**src/rtl/pipeline_ctrl_if.sv**
```systemverilog
// Handshake bundle between the pipeline datapath and the stall/flush sequencer.
// The master is the datapath side and the slave is the controller side.
interface pipeline_ctrl_if #(
  parameter int REG_W = 5
);
  logic [REG_W-1:0] id_rs;
  logic [REG_W-1:0] id_rt;
  logic             id_uses_rt;
  logic             ex_memread;
  logic [REG_W-1:0] ex_rd;
  logic             branch_taken;
  logic             mc_start;
  logic             pc_write;
  logic             pc_sel;
  logic             ifid_write;
  logic             ifid_flush;
  logic             idex_bubble;
  logic             ex_hold;
  logic [15:0]      stall_cycles;

  modport master (
    output id_rs, id_rt, id_uses_rt, ex_memread, ex_rd, branch_taken, mc_start,
    input  pc_write, pc_sel, ifid_write, ifid_flush, idex_bubble, ex_hold, stall_cycles
  );

  modport slave (
    input  id_rs, id_rt, id_uses_rt, ex_memread, ex_rd, branch_taken, mc_start,
    output pc_write, pc_sel, ifid_write, ifid_flush, idex_bubble, ex_hold, stall_cycles
  );
endinterface

```
**src/rtl/pipeline_ctrl.sv**
```systemverilog
// Stall/flush sequencer for the 5-stage pipeline: load-use stalls, branch flushes,
// multi-cycle EX holds, plus a saturating stall-cycle counter.
module pipeline_ctrl #(
  parameter int REG_W        = 5,
  parameter int MC_LAT       = 4,
  parameter int FLUSH_CYCLES = 1,
  parameter int CNT_W        = 4
) (
  input  logic            clk,
  input  logic            reset,
  pipeline_ctrl_if.slave  bus
);

  typedef enum logic [1:0] {RUN, BUSY, FLUSH} state_e;

  localparam logic [REG_W-1:0] ZERO_REG = '0;

  state_e           state_q;
  logic [CNT_W-1:0] cnt_q;
  logic [15:0]      stall_q, stall_d;
  logic             load_use;

  assign load_use = bus.ex_memread && (bus.ex_rd != ZERO_REG) &&
                    ((bus.ex_rd == bus.id_rs) || (bus.id_uses_rt && (bus.ex_rd == bus.id_rt)));

  // Sequencing state; the first event in RUN wins and lower-priority ones are dropped.
  always_ff @(posedge clk) begin
    if (!reset) begin
      state_q <= RUN;
      cnt_q   <= '0;
    end else begin
      case (state_q)
        RUN: begin
          if (bus.branch_taken) begin
            if (FLUSH_CYCLES > 1) begin
              state_q <= FLUSH;
              cnt_q   <= CNT_W'(FLUSH_CYCLES - 2);
            end
          end else if (bus.mc_start) begin
            state_q <= BUSY;
            cnt_q   <= CNT_W'(MC_LAT - 2);
          end
        end
        BUSY, FLUSH: begin
          if (cnt_q == '0) state_q <= RUN;
          else             cnt_q   <= cnt_q - 1'b1;
        end
        default: state_q <= RUN;
      endcase
    end
  end

  always_comb begin
    bus.pc_write    = 1'b1;
    bus.pc_sel      = 1'b0;
    bus.ifid_write  = 1'b1;
    bus.ifid_flush  = 1'b0;
    bus.idex_bubble = 1'b0;
    bus.ex_hold     = 1'b0;
    if (!reset) begin
      bus.pc_write    = 1'b0;
      bus.ifid_write  = 1'b0;
      bus.ifid_flush  = 1'b1;
      bus.idex_bubble = 1'b1;
    end else begin
      case (state_q)
        RUN: begin
          if (bus.branch_taken) begin
            bus.pc_sel      = 1'b1;
            bus.ifid_flush  = 1'b1;
            bus.idex_bubble = 1'b1;
          end else if (bus.mc_start) begin
            bus.pc_write   = 1'b0;
            bus.ifid_write = 1'b0;
            bus.ex_hold    = 1'b1;
          end else if (load_use) begin
            bus.pc_write    = 1'b0;
            bus.ifid_write  = 1'b0;
            bus.idex_bubble = 1'b1;
          end
        end
        BUSY: begin
          bus.pc_write   = 1'b0;
          bus.ifid_write = 1'b0;
          bus.ex_hold    = 1'b1;
        end
        FLUSH: begin
          bus.ifid_flush  = 1'b1;
          bus.idex_bubble = 1'b1;
        end
        default: ;
      endcase
    end
  end

  always_comb begin
    stall_d = stall_q;
    if (!bus.pc_write && (stall_q != 16'hFFFF)) stall_d = stall_q + 16'd1;
  end

  always_ff @(posedge clk) begin
    if (!reset) stall_q <= '0;
    else        stall_q <= stall_d;
  end

  assign bus.stall_cycles = stall_q;

endmodule
```
**src/flat_wrapper.sv**
```systemverilog
// flat-port wrapper written by rule: the top's interface ports become plain ports
module pipeline_ctrl_flat 
#(
  parameter int REG_W        = 5,
  parameter int MC_LAT       = 4,
  parameter int FLUSH_CYCLES = 1,
  parameter int CNT_W        = 4
)
  (clk, reset, bus_id_rs, bus_id_rt, bus_id_uses_rt, bus_ex_memread, bus_ex_rd, bus_branch_taken, bus_mc_start, bus_pc_write, bus_pc_sel, bus_ifid_write, bus_ifid_flush, bus_idex_bubble, bus_ex_hold, bus_stall_cycles);
  pipeline_ctrl_if #(.REG_W(REG_W)) bus_i ();
  input  logic clk;
  input  logic reset;
  input wire logic [$bits(bus_i.id_rs)-1:0] bus_id_rs;
  input wire logic [$bits(bus_i.id_rt)-1:0] bus_id_rt;
  input wire logic [$bits(bus_i.id_uses_rt)-1:0] bus_id_uses_rt;
  input wire logic [$bits(bus_i.ex_memread)-1:0] bus_ex_memread;
  input wire logic [$bits(bus_i.ex_rd)-1:0] bus_ex_rd;
  input wire logic [$bits(bus_i.branch_taken)-1:0] bus_branch_taken;
  input wire logic [$bits(bus_i.mc_start)-1:0] bus_mc_start;
  output wire logic [$bits(bus_i.pc_write)-1:0] bus_pc_write;
  output wire logic [$bits(bus_i.pc_sel)-1:0] bus_pc_sel;
  output wire logic [$bits(bus_i.ifid_write)-1:0] bus_ifid_write;
  output wire logic [$bits(bus_i.ifid_flush)-1:0] bus_ifid_flush;
  output wire logic [$bits(bus_i.idex_bubble)-1:0] bus_idex_bubble;
  output wire logic [$bits(bus_i.ex_hold)-1:0] bus_ex_hold;
  output wire logic [$bits(bus_i.stall_cycles)-1:0] bus_stall_cycles;
  assign bus_i.id_rs = bus_id_rs;
  assign bus_i.id_rt = bus_id_rt;
  assign bus_i.id_uses_rt = bus_id_uses_rt;
  assign bus_i.ex_memread = bus_ex_memread;
  assign bus_i.ex_rd = bus_ex_rd;
  assign bus_i.branch_taken = bus_branch_taken;
  assign bus_i.mc_start = bus_mc_start;
  assign bus_pc_write = bus_i.pc_write;
  assign bus_pc_sel = bus_i.pc_sel;
  assign bus_ifid_write = bus_i.ifid_write;
  assign bus_ifid_flush = bus_i.ifid_flush;
  assign bus_idex_bubble = bus_i.idex_bubble;
  assign bus_ex_hold = bus_i.ex_hold;
  assign bus_stall_cycles = bus_i.stall_cycles;
  pipeline_ctrl #(.REG_W(REG_W), .MC_LAT(MC_LAT), .FLUSH_CYCLES(FLUSH_CYCLES), .CNT_W(CNT_W)) u_core (.clk(clk), .reset(reset), .bus(bus_i));
endmodule
```
**config.mk**
```make
export PLATFORM = sky130hd
export DESIGN_NAME = pipeline_ctrl_flat
export DESIGN_NICKNAME = d
export VERILOG_FILES = /design/src/rtl/pipeline_ctrl_if.sv /design/src/rtl/pipeline_ctrl.sv /design/src/flat_wrapper.sv
export SDC_FILE = /design/constraint.sdc
export NUM_CORES = 1
export LEC_CHECK = 0
export CAP_MARGIN = 20
export CORE_ASPECT_RATIO = 1.25
export CORE_MARGIN = 3
export CORE_UTILIZATION = 45
export DETAILED_ROUTE_END_ITERATION = 10
export PLACE_DENSITY = 0.79
export SYNTH_ARGS = -nofsm -noshare
export SYNTH_HDL_FRONTEND = slang
export SYNTH_SLANG_ARGS = --single-unit
```
**constraint.sdc**
```tcl
create_clock -name clk -period 2.8 [get_ports clk]
set_input_delay 0.42 -clock clk [delete_from_list [all_inputs] [get_ports clk]]
set_output_delay 0.42 -clock clk [all_outputs]
set_load 0.005 [all_outputs]
```
Yosys cells after proc, flatten, opt, wreduce, memory -nomap -nowiden
Cells that the tools add are included.
{"block": "classes", "eq_ne": 9, "n_reduce_logical": 13, "muxes": 27, "add_sub_neg": 2}
{"operator": "$add 16x1->16 const B", "count": 1}
{"operator": "$ne 16x16->1 const B", "count": 1}
{"operator": "$mux 1", "count": 15}
{"operator": "$mux 4", "count": 3}
{"operator": "$eq 5x5->1", "count": 2}
{"operator": "$pmux 1 s2", "count": 4}
{"operator": "$pmux 4 s2", "count": 1}
{"operator": "$mux 2", "count": 3}
{"operator": "$ne 2x2->1 const B", "count": 3}
{"operator": "$reduce_bool 5->1", "count": 1}
{"operator": "$logic_and 1x1->1", "count": 4}
{"operator": "$logic_not 4->1", "count": 1}
{"operator": "$pmux 2 s2", "count": 1}
{"operator": "$reduce_and 4->1", "count": 1}
{"operator": "$sub 4x1->4 const B", "count": 1}
{"operator": "$reduce_and 3->1", "count": 1}
{"operator": "$eq 2x1->1 const B", "count": 1}
{"operator": "$eq 2x2->1 const B", "count": 1}
{"operator": "$logic_not 2->1", "count": 1}
{"operator": "$ne 2x1->1 const B", "count": 1}
{"operator": "$reduce_bool 2->1", "count": 1}
{"operator": "$reduce_or 2->1", "count": 1}
{"operator": "$logic_not 1->1", "count": 1}
{"operator": "$logic_or 1x1->1", "count": 1}
{"block": "word_totals", "word_cells": 54, "regBits": 22}

Longest topological paths before layout
{"block": "depth", "depth_word": 11, "depth_mapped": 9}

Worst setup path before layout
No wires, ideal clock.
{"block": "synth_path", "path_kind": "input -> output", "startpoint": "in reset", "endpoint": "out bus_pc_write", "stages": 8, "t_required_ns": 2.380, "path_buffers": 4, "arrival_ns": 1.907, "path_slack_ns": 0.473, "path_cell_list": "clkbuf_1 > clkinv_1 > nor3_1 > o31ai_4 > inv_2 > buf_6 > buf_2 > buf_4"}
{"block": "synth_between", "elab_chain_len": 1}
{"item": "start, declared", "line": "flat_wrapper.sv:12", "source": "input logic reset;"}
{"item": "$mux 1"}
{"item": "end, declared", "line": "flat_wrapper.sv:20", "source": "output wire logic [$bits(bus_i.pc_write)-1:0] bus_pc_write;"}
No other way between the ends.

Worst setup path in the final report
{"block": "layout_path", "startpoint": "in bus_ex_rd[0]", "endpoint": "out bus_ifid_write"}
{"block": "layout_between", "elab_chain_len": 9}
{"item": "start, declared", "line": "flat_wrapper.sv:17", "source": "input wire logic [$bits(bus_i.ex_rd)-1:0] bus_ex_rd;"}
{"item": "$eq 5x5->1", "line": "pipeline_ctrl.sv:24", "source": "((bus.ex_rd == bus.id_rs) || (bus.id_uses_rt && (bus.ex_rd == bus.id_rt)));"}
{"item": "$logic_and 1x1->1", "line": "pipeline_ctrl.sv:24"}
{"item": "$logic_or 1x1->1", "line": "pipeline_ctrl.sv:24"}
{"item": "$logic_and 1x1->1 (*)", "line": "pipeline_ctrl.sv:23", "source": "assign load_use = bus.ex_memread && (bus.ex_rd != ZERO_REG) &&"}
{"item": "$mux 1 (*)", "line": "pipeline_ctrl.sv:76", "source": "end else if (load_use) begin"}
{"item": "$mux 1 (*)", "line": "pipeline_ctrl.sv:72", "source": "end else if (bus.mc_start) begin"}
{"item": "$mux 1 (*)", "line": "pipeline_ctrl.sv:68", "source": "if (bus.branch_taken) begin"}
{"item": "$pmux 1 s2 (*)", "line": "pipeline_ctrl.sv:66", "source": "case (state_q)"}
{"item": "$mux 1 (*)", "line": "pipeline_ctrl.sv:60", "source": "if (!reset) begin"}
{"item": "end, declared", "line": "flat_wrapper.sv:22", "source": "output wire logic [$bits(bus_i.ifid_write)-1:0] bus_ifid_write;"}
Mark *: on every way between the ends. The rest lies on a longest branch, timed or not.

==> flow_summary.yaml <==
clock_tree:
  cts_root_buf: "clkbuf_4"
  numCtsBuffers: 3
  ctsHoldBuffers: 0
  cts_htree_levels: 1
  post_cts_buffers: 0
  cts_buffer_depth: 2
  cts_sinks: 21
  path_clk_slew_ps: 120
  worstSkewPairLatency_ps: 310
  cts_tree: "done"
sta:
  fmax_mhz: 368.3
  finalSetupViolations: 0
  hold_slack_ps: 481.7
  timing.final.crit_share_pct: 96.98
  tightest_slew_ps: 393.5
  max_slew_margin_pct: 73.39
  slew_violations: 0
  setup_tns_ps: 0
  period_minus_slack_ps: 2715
  final-hold-violation-count: 0
  skew_ps: 5.427
die:
  ios: 43
  die_area_um2: 3561
  start_util_pct: 47.85
  core_area_um2: 2706
  die_h_um: 65.98
  die_w_um: 53.98
  rows: 21
global_routing:
  grt_pass1_wl_um: 5361
  grt_use_total_pct: 19.96
  grt_pass1_vias: 1271
  globalRouteOverflowTotal: 0
  grt_max_degree: 19
  antenna_found_initial: 0
routing:
  drtIter0Drc: 40
  wl_per_cell_um: 13.60
  antenna_left: 0
  firstDrtPassIters: 4
  wirelength_um: 3305
  drc_errors: 0
  viasPerCell: 5.704
  vias: 1386
final_layout:
  n_fill_cell: 231
  final_util_pct: 67.64
  multi_input_area_um2: 812.0
  antennaDiodeCount: 0
  final_area_um2: 1831
  syn2layout_area_growth_pct: 41.35
  seq_area_um2: 420.4
  nets: 234
  layout-drive-gt1-share_pct: 8.612
worst_setup_path:
  regToRegSetupSlack_ps: 690
  rr_worst_depth: 7
  crit_path_start_kind: "primary input"
  required_ps: 2380
  cp-end-kind: "primary output"
  path_class: "in -> out"
  arrival_ps: 2300
  crit_fanout: 4
hold_path:
  hold_path_depth: 2
  hold_class: "reg -> reg"
synth:
  synth_nets: 188
  yosysWarnings: 0
  syn_inst: 164
  avgSynthCellArea_um2: 7.896
  synth_seq_cells: 21
  synth_cell_types: 36
  yosys.area.top_type_share_pct: 32.46
  netlist_top_cells_area: "dfxtp_1 (32%), or4_1 (6.4%), a21oi_1 (6.2%)"
  async_flop_share_pct: 0
  synth-edff-count: 0
  syn-cell-area_um2: 1295
  synth_top_area_cell: "dfxtp_1"
  seq_area_frac_synth_pct: 32.46
  ys.flop_type: "dfxtp_1"
place:
  placed_area_um2: 1770
  place_hpwl_um: 2543
  gp_congestion: 0.7795
  io_buffers: 42
job:
  maxCapViolCount: 0
power_and_ir_drop:
  p_leak_nw: 0.6579
  total_power_mw: 0.6230
  ir_drop_v: 0.0002364
  power.density_nw_per_um2: 340.4
outcome:
  status: "completed"
where the power goes:
| part | switching [mW] | leakage [nW] | internal (mW) |
|---|---|---|---|
| Combinational | 0.0697 | 0.470 | 0.0830 |
| Clock | 0.0958 | 0.0177 | 0.0533 |
| Sequential | 0.0119 | 0.170 | 0.309 |
Yosys cell counts (2+ instances only):
cell type	number
dfxtp_1	21
a21oi_1	16
nand2_1	12
nor2_1	11
or4_1	11
o31ai_1	10
xor2_1	9
inv_1	8
nand3_1	8
nor3_1	7
nand4_1	5
o21ai_0	5
and3_1	4
clkbuf_1	4
ha_1	3
mux2i_1	3
nor2b_1	3
nor4_1	3
buf_2	2
nand2b_1	2
nor4b_1	2
through the flow:
stage               std cells  setup WS, ps
floorplan                 164         473.2
global placement          239         7.323
detailed placement        239        -17.97
CTS                       243         50.68
global route              243        -44.71
finish                    243         84.69
metal layers:
metal | vias up | routed length (µm) | GRT usage (%) | share of wire [%]
met2 | 58 | 1677 | 34.55 | 51
met3 | 2 | 269 | 4.515 | 8.1
met5 | - | 0 | 0 | 0
li1 | 692 | - | - | -
met4 | 0 | 23 | 9.969 | 0.70
met1 | 634 | 1335 | 22.05 | 40
layout make-up:
type                       instances  area share (%)
clock buffer                       3           1.230
sequential                        21           22.97
tap                               34           2.324
inverter                          10           2.051
multi-input combinational        124           44.36
clock inverter                     1          0.2734
timing repair buffer              50           26.79
worst max-delay path, stage by stage:
cell and delay, ps:
clkdlybuf4s50_1 420, or4_4 560, o21ai_4 190, o31ai_4 90, inv_2 100, clkdlybuf4s50_1 510
registers in the layout, summed over array words and instances, names as in the netlist:
| signal | cells |
|---|---|
| u_core.bus.stall_cycles | 16 |
| u_core.cnt_q | 4 |
| u_core.state_q | 1 |
cell usage in the layout, fill, tap and decap left out, drive strengths merged, types with 2 or more instances in the layout:
cell	n
dfxtp	21
o31ai	11
nor4b	2
clkdlybuf4s50	38
nor3	7
nor2b	3
xor2	9
ha	3
nor2	11
nand2	12
a21oi	16
nor4	4
o21ai	6
inv	9
or4	11
clkbuf	3
mux2i	3
and3	4
dlymetal6s2s	4
clkinv	2
nand4	5
buf	8
nand2b	2
nand3	8
logic make-up after synthesis:
| group | count (synthesis) | synth area share (%) |
|---|---|---|
| simple gates | 72 | 31.01 |
| xor+xnor | 10 | 6.764 |
| flops | 21 | 32.46 |
| mux | 3 | 2.319 |
| compound gates | 36 | 17.97 |
| buf+inv | 19 | 6.569 |
| fa+ha+maj | 3 | 2.899 |
path summary, 6_finish.rpt:
path                                end                  startpoint
max                      bus_ifid_write                bus_ex_rd[0]
min                     u_core.cnt_q[0]             u_core.cnt_q[0]
max reg2reg  u_core.bus.stall_cycles[5]  u_core.bus.stall_cycles[0]
min reg2reg             u_core.cnt_q[0]             u_core.cnt_q[0]
timing repair:
item	CTS	global route
resized for setup	1	7
pin swaps	0	3
endpoints found under the setup margin	1	3
No activity file was read; power rests on OpenSTA's default activity.
